===== src/rtl/edge_evt_pkg.sv =====
// Shared encodings for the edge-event scheduler: per-channel edge_mode values.
package edge_evt_pkg;

    localparam logic [1:0] MODE_OFF  = 2'b00;
    localparam logic [1:0] MODE_RISE = 2'b01;
    localparam logic [1:0] MODE_FALL = 2'b10;
    localparam logic [1:0] MODE_BOTH = 2'b11;

endpackage


===== src/rtl/edge_sync_detect.sv =====
// One channel front end: multi-flop synchroniser, previous-level flop and
// mode-gated rise/fall pulse generation.
module edge_sync_detect
    import edge_evt_pkg::*;
#(
    parameter int SYNC_STAGES = 2
) (
    input  logic       clk,
    input  logic       resetn,
    input  logic       data_in,
    input  logic [1:0] mode,
    output logic       rise,
    output logic       fall
);

    logic [SYNC_STAGES-1:0] sync_p0;
    logic                   level_p1;
    logic                   sync_out;
    logic                   rise_en;
    logic                   fall_en;

    // Stage 0: synchroniser chain; stage 1: previous synchronised level
    always_ff @(posedge clk or negedge resetn) begin
        if (!resetn) begin
            sync_p0  <= '0;
            level_p1 <= 1'b0;
        end else begin
            sync_p0  <= {sync_p0[SYNC_STAGES-2:0], data_in};
            level_p1 <= sync_out;
        end
    end

    assign sync_out = sync_p0[SYNC_STAGES-1];
    assign rise_en  = (mode == MODE_RISE) || (mode == MODE_BOTH);
    assign fall_en  = (mode == MODE_FALL) || (mode == MODE_BOTH);
    assign rise     = sync_out & ~level_p1 & rise_en;
    assign fall     = ~sync_out & level_p1 & fall_en;

endmodule


===== src/rtl/edge_event_arbiter.sv =====
// Multi-channel edge-event scheduler: per-channel one-deep pending slots,
// sticky overflow flags and a round-robin valid/ready event output.
module edge_event_arbiter
    import edge_evt_pkg::*;
#(
    parameter int N_CH        = 4,
    parameter int SYNC_STAGES = 2
) (
    input  logic                    clk,
    input  logic                    resetn,
    input  logic [N_CH-1:0]         data_in,
    input  logic [2*N_CH-1:0]       edge_mode,
    output logic                    event_valid,
    input  logic                    event_ready,
    output logic [$clog2(N_CH)-1:0] event_ch,
    output logic                    event_rising,
    output logic [N_CH-1:0]         overflow,
    input  logic [N_CH-1:0]         overflow_clr
);

    localparam int CH_W = $clog2(N_CH);
    localparam logic [CH_W:0]   N_CH_EXT = (CH_W+1)'(N_CH);
    localparam logic [CH_W-1:0] LAST_CH  = CH_W'(N_CH - 1);

    logic [N_CH-1:0] rise;
    logic [N_CH-1:0] fall;
    logic [N_CH-1:0] ch_on;
    logic [N_CH-1:0] pend;
    logic [N_CH-1:0] pend_pol;
    logic [N_CH-1:0] req;
    logic [N_CH-1:0] grant_oh;
    logic [N_CH-1:0] ovf_set;
    logic [CH_W-1:0] ptr;
    logic [CH_W-1:0] grant_idx;
    logic [CH_W-1:0] cand;
    logic [CH_W:0]   cand_sum;
    logic            grant_vld;
    logic            load;
    logic            take;

    for (genvar i = 0; i < N_CH; i++) begin : g_ch
        edge_sync_detect #(
            .SYNC_STAGES(SYNC_STAGES)
        ) u_det (
            .clk    (clk),
            .resetn (resetn),
            .data_in(data_in[i]),
            .mode   (edge_mode[2*i +: 2]),
            .rise   (rise[i]),
            .fall   (fall[i])
        );
        assign ch_on[i] = (edge_mode[2*i +: 2] != MODE_OFF);
    end

    // A channel switched off never competes, even in the cycle its slot clears
    assign req = pend & ch_on;

    always_comb begin
        grant_vld = 1'b0;
        grant_idx = '0;
        cand_sum  = '0;
        cand      = '0;
        for (int k = 0; k < N_CH; k++) begin
            cand_sum = {1'b0, ptr} + (CH_W+1)'(k);
            if (cand_sum >= N_CH_EXT) begin
                cand_sum = cand_sum - N_CH_EXT;
            end
            cand = cand_sum[CH_W-1:0];
            if (!grant_vld && req[cand]) begin
                grant_vld = 1'b1;
                grant_idx = cand;
            end
        end
    end

    assign load = ~event_valid | event_ready;
    assign take = load & grant_vld;

    always_comb begin
        grant_oh = '0;
        if (take) begin
            grant_oh[grant_idx] = 1'b1;
        end
    end

    // A slot being handed to the output this cycle can accept a new edge
    assign ovf_set = (rise | fall) & pend & ~grant_oh;

    // Stage 1: pending slots and sticky overflow (set wins over clear)
    always_ff @(posedge clk or negedge resetn) begin
        if (!resetn) begin
            pend     <= '0;
            pend_pol <= '0;
            overflow <= '0;
        end else begin
            for (int i = 0; i < N_CH; i++) begin
                if (!ch_on[i]) begin
                    pend[i] <= 1'b0;
                end else if (rise[i] | fall[i]) begin
                    if (!pend[i] || grant_oh[i]) begin
                        pend[i]     <= 1'b1;
                        pend_pol[i] <= rise[i];
                    end
                end else if (grant_oh[i]) begin
                    pend[i] <= 1'b0;
                end
                overflow[i] <= ovf_set[i] | (overflow[i] & ~overflow_clr[i]);
            end
        end
    end

    // Stage 2: output register and round-robin pointer
    always_ff @(posedge clk or negedge resetn) begin
        if (!resetn) begin
            event_valid  <= 1'b0;
            event_ch     <= '0;
            event_rising <= 1'b0;
            ptr          <= '0;
        end else if (load) begin
            event_valid <= grant_vld;
            if (grant_vld) begin
                event_ch     <= grant_idx;
                event_rising <= pend_pol[grant_idx];
                ptr          <= (grant_idx == LAST_CH) ? '0 : grant_idx + CH_W'(1);
            end
        end
    end

endmodule

===== config.mk =====
export PLATFORM = sky130hd
export DESIGN_NAME = edge_event_arbiter
export DESIGN_NICKNAME = d
export VERILOG_FILES = /design/src/rtl/edge_evt_pkg.sv /design/src/rtl/edge_sync_detect.sv /design/src/rtl/edge_event_arbiter.sv
export SDC_FILE = /design/constraint.sdc
export NUM_CORES = 1
export LEC_CHECK = 0
export ABC_AREA = 1
export ABC_CLOCK_PERIOD_IN_PS = 2700
export BUFFER_PORTS_ARGS = -buffer_cell sky130_fd_sc_hd__buf_4
export CORE_ASPECT_RATIO = 1.1
export CORE_UTILIZATION = 56
export CTS_BUF_LIST = sky130_fd_sc_hd__clkbuf_16
export CTS_CLUSTER_DIAMETER = 200
export DETAILED_ROUTE_END_ITERATION = 6
export PLACE_DENSITY = 0.9
export SYNTH_ARGS = -nofsm -noshare
export SYNTH_HDL_FRONTEND = slang
export SYNTH_HIERARCHICAL = 1
export SYNTH_SLANG_ARGS = --single-unit

===== constraint.sdc =====
create_clock -name clk -period 2.7 [get_ports clk]
set_input_delay 0.675 -clock clk [delete_from_list [all_inputs] [get_ports clk]]
set_output_delay 0.675 -clock clk [all_outputs]
set_load 0.05 [all_outputs]

======== Yosys cells after proc, flatten, opt, wreduce, memory -nomap -nowiden ========
Index checks and enable logic that the tools add are counted.
operators by class
  $add $sub $neg .......................... 8
  bitwise logic cells ..................... 48
  equality and inequality tests ........... 21
  multiplexer cells ....................... 42
  reductions and logical operators ........ 36
  order comparisons ....................... 10
operators by type and width
  operator             count
  $mux 1               26
  $and 1x1->1          21
  $eq 2x2->1 const B   9
  $mux 2               9
  $lt 2x3->1 const B   5
  $not 1->1            13
  $and 4x4->4          3
  $logic_or 1x1->1     12
  $ne 3x1->1 const B   4
  $ne 3x2->1 const B   4
  $reduce_and 3->1     4
  $bmux 1 s2           5
  $reduce_and 2->1     5
  $ge 3x3->1 const B   3
  $or 1x1->1           9
  $eq 2x1->1 const B   4
  $reduce_bool 2->1    4
  $sub 2x1->2 const B  4
  $logic_not 1->1      7
  $add 2x2->3 const B  2
  $logic_and 1x1->1    4
  $mux 4               1
  $not 4->4            1
  $or 4x4->4           1
  other kinds (5)      5
word-level totals
  flip-flop bits (word level) ............. 30
  input bits .............................. 19

======== Longest topological paths before layout ========
  word-level depth ........................ 23
  mapped depth ............................ 18
  gate-level depth less buffers ........... 17

======== Hierarchy ========
Netlist, hierarchy kept.
modules (own cells, without submodules)
  module              times used  cells an instance  area an instance (µm²)
  edge_event_arbiter  1           168                1363.8
  edge_sync_detect    4           7                  90.1

======== Worst setup path before layout ========
OpenSTA, ideal clock, no wires.
  path kind ............................... input to register
  from .................................... input edge_mode[6]
  to ...................................... register pend_pol[3]
  setup time .............................. 120 ps
  arrival time ............................ 2021 ps
  path slack .............................. 559 ps
  cell stages on the path ................. 15
  path through ............................ inv_1 nand2_1 nand3_1 nand3_1 nand2_4 nand3_4 nor2_4 inv_2 nand2_4 ha_1 nand2_2 nand2_2 nand2_2 nor2_1 a21oi_2
on the way
  word-level cells in the longest chain between the ends .. 21
ends and longest elaborated chain
  what                                                            RTL line                   RTL
  from (decl)                                                     edge_event_arbiter.sv:12   input logic [2*N_CH-1:0] edge_mode,
  $reduce_bool 2->1                                               edge_event_arbiter.sv:52   assign ch_on[i] = (edge_mode[2*i +: 2] != MODE_OFF);
  $and 4x4->4                                                     edge_event_arbiter.sv:56   assign req = pend & ch_on;
  $bmux 1 s2                                                      edge_event_arbiter.sv:69   if (!grant_vld && req[cand]) begin
  $mux 1 (not written as such)                                    edge_event_arbiter.sv:69
  $mux 1                                                          edge_event_arbiter.sv:69
  $logic_not 1->1                                                 edge_event_arbiter.sv:69
  $logic_and 1x1->1                                               edge_event_arbiter.sv:69
  $mux 1                                                          edge_event_arbiter.sv:69
  (+5 left out)                                                   n/a
  $mux 2                                                          edge_event_arbiter.sv:69
  $lt 2x3->1 (not written as such) or $ge 2x1->1 (tied branches)  edge_event_arbiter.sv:82   grant_oh[grant_idx] = 1'b1;
  $logic_and 1x1->1 (not written as such)                         edge_event_arbiter.sv:82
  $mux 1 (not written as such)                                    edge_event_arbiter.sv:82
  $demux 1 s2                                                     edge_event_arbiter.sv:82
  $mux 4                                                          edge_event_arbiter.sv:81   if (take) begin
  $logic_or 1x1->1                                                edge_event_arbiter.sv:100  if (!pend[i] || grant_oh[i]) begin
  $reduce_and 3->1 (no source line)                               n/a
  to (signal, indexed assignment)                                 edge_event_arbiter.sv:102  pend_pol[i] <= rise[i];
  to (decl)                                                       edge_event_arbiter.sv:29   logic [N_CH-1:0] pend_pol;
Parallel ways exist; a longest one is shown, timed or not. The select of a mux whose other input is x is not followed.
A chain may end at the register's enable or synchronous reset.

======== Worst setup path after layout ========
  from .................................... register ptr[0]
  to ...................................... register pend_pol[3]
on the way
  word-level cells in the longest chain between the ends .. 21
ends and longest elaborated chain
  what                                                                  RTL line                   RTL
  from (decl)                                                           edge_event_arbiter.sv:33   logic [CH_W-1:0] ptr;
  from (signal assigned)                                                edge_event_arbiter.sv:124  ptr <= (grant_idx == LAST_CH) ? '0 : grant_idx + CH_W'(1);
  parallel branches: the longest is 18 deep, another holds $add 2x1->3  n/a
  $mux 4 *                                                              edge_event_arbiter.sv:81
  $logic_or 1x1->1 *                                                    edge_event_arbiter.sv:100
  $reduce_and 3->1 (no source line) *                                   n/a
Mark *: on every way between the ends. The select of a mux whose other input is x is not followed.

==> results.ini <==
[global_routing]
grt_antenna_before_repair = 0
track_usage_pct = 25.1
grt_pass1_wl_um = 5680
grt_pass1_vias = 1362
grt_max_degree = 31
grt_overflow = 0

[timing]
min_period_ps = 2400
setup_tns_ps = 0
slew-limit-headroom_pct = 64.0
min_period_over_period_pct = 89.0
finalClockSkew_ps = 5.47
setup_viol = 0
drv_slew = 0
tightest_slew_ps = 540
finalHoldViolCount = 0
rsz0062_at_grt = no
max_freq_mhz = 416

[final_layout]
antennaDiodeCount = 0
area_growth_pct = 22.3
final_cells = 261
layout_common_cells = nand2_1 (43), dfrtp_1 (30), nand3_1 (26), buf_4 (26), inv_1 (23)
fin_util_pct = 73.9
nets = 248
fillers = 192
stdcell_area_mm2 = 0.00211
drive_gt1_share_pct = 32.9
final_common_cell = nand2_1

[routing]
firstDrtPassIters = 4
via_per_inst = 5.43
wl_um = 3380
wl_per_cell_um = 12.9
via_count = 1416
drtAntennaViolNets = 0
drc = 0
drt_iter0_drc = 19

[logic_synthesis]
synthesis.area_mm2 = 0.00172
syn_area_per_cell_um2 = 8.80
synthFlopType = dfrtp_1
synthArstFlopShare_pct = 100
synth_nets = 216
synth_adder_area_share_pct = 0.726
ys_seq_elements = 30
synth_compound_area_share_pct = 4.06
synth_edf_count = 0
synth_top_family_by_area = simple AND/OR/NAND/NOR gates
ys_seq_area_share_pct = 43.5
yosys.area_share.simple_pct = 44.1
synthXorXnorAreaFrac_pct = 0
yosys.cell_types.count = 25
synth-warning-count = 6
synth_mux_area_share_pct = 0
synthCells = 196

[die]
die_h_um = 60.2
die_width_um = 54.9
fp.coreArea_mm2 = 0.00285
io-pin-count = 27
dieArea_mm2 = 0.00331
num_rows = 20
start_util_pct = 60.4

[setup_path]
crit_required_ps = 2860
path_class = reg2reg
critPathArrivalTime_ps = 2570
end_kind = flip-flop
critPathLaunchType = flip-flop
critical_path.max_fanout = 8

[power_and_ir_drop]
leakage_nw = 1.10
p_per_area_mw_per_mm2 = 1410
ir_worst_vdd_uv = 1060

[cts]
clock_latency_ps = 270
cts_setup_buffers = 0
cts_htree_levels = 2
hold_buffers = 0
cts_root_buf = clkbuf_16
clock-sinks = 30
clk_pin_slew_worst_paths_ps = 50
ctsResizeCount = 0
cts_tree = done
numCtsBuffers = 5
clock_path_buffers = 2

[placement]
gp_congestion = 0.930
dpl_cell_area_mm2 = 0.00195
dp.cells = 254
io_buffers = 26
dp_hpwl_um = 2410

[worst_hold_path]
min_path_type = in2async

[status]
status = finished, final reports clean

[flow_run]
drv_cap = 0

[cell usage after synthesis, types with 2 or more instances]
| cell type | n | area, um^2 |
|---|---|---|
| inv_1 | 23 | 86.3 |
| nor2_4 | 4 | 45.0 |
| nand3_4 | 2 | 35.0 |
| dfrtp_1 | 30 | 751 |
| nor2_1 | 17 | 63.8 |
| o22ai_1 | 5 | 31.3 |
| nand2_4 | 11 | 124 |
| o21ai_0 | 2 | 10.0 |
| inv_2 | 2 | 7.51 |
| nand2_1 | 43 | 161 |
| nand2_2 | 12 | 75.1 |
| a21oi_1 | 4 | 20.0 |
| nand3_1 | 26 | 130 |
| nand3_2 | 4 | 40.0 |
[flip-flops by register name (all words and copies together), names as in the netlist]
name,flops
pend,4
g_ch.u_det/level_p1,4
event_valid,1
pend_pol,4
g_ch.u_det/sync_p0,8
ptr,2
overflow,4
event_rising,1
event_ch,2
[cell type report]
cell class | count | area (um^2) | share of cell area [%]
multi-input cells | 138 | 843 | 40.0
inverters | 27 | 119 | 5.64
clock inverters | 2 | 33.8 | 1.60
clock buffers | 5 | 125 | 5.93
well taps | 33 | 41.3 | 1.96
repair buffers | 26 | 195 | 9.26
flip-flops and latches | 30 | 751 | 35.6
[where the power goes]
| group | internal [mW] | switching [mW] |
|---|---|---|
| Combinational | 0.568 | 1.11 |
| Clock | 0.425 | 0.180 |
| Sequential | 0.565 | 0.124 |
[final timing paths]
check | from | to | slack [ps] | cells after the start
worst max-delay path | ptr[0] | pend_pol[3] | 300 | 14
worst min-delay path | resetn | overflow[3] | 320 | 1
worst max register to register | ptr[0] | pend_pol[3] | 300 | 14
worst min register to register | g_ch[1].u_det/sync_p0[0] | g_ch[1].u_det/sync_p0[1] | 340 | 0
max in group asynchronous | resetn | pend_pol[2] | 2100 | 1
min in group clk | g_ch[1].u_det/sync_p0[0] | g_ch[1].u_det/sync_p0[1] | 340 | 0
[metrics by stage]
step                setup slack (ps)  power (mW)  hold slack [ps]
floorplan                        559        2.06              331
global placement                 315        2.31              333
detailed placement               266        2.34              339
CTS                              341        2.98              330
global route                     192        3.16              349
finish                           297        2.98              320
[worst max-delay path: stages, from the launching register on]
cell and delay [ps]:
dfrtp_1 680, clkinv_8 140, nand3_1 210, nand3_2 160, nand2_8 140, nand3_4 90, nor2_4 130, inv_2 60
nand2_4 90, ha_1 210, nand2_2 80, nand2_2 70, nand2_2 70, nor2_1 120, a21oi_2 40
[routing by layer]
metal,GRT usage (%),vias up,part of all wire (%)
met4,13.6,0,2.7
met1,29.4,666,39
met2,40.8,49,53
met3,6.87,9,4.6
met5,0,-,0
li1,-,692,-
[cell families (layout without fill, tap and decap cells)]
| kind of cell | after synthesis | count (layout) |
|---|---|---|
| and+or+nand+nor | 125 | 125 |
| DFF | 30 | 30 |
| buffers and inverters | 28 | 60 |
| AOI/OAI and AO/OA | 12 | 12 |
| adders and majority gates | 1 | 1 |
(Power assumes the default switching activity.)
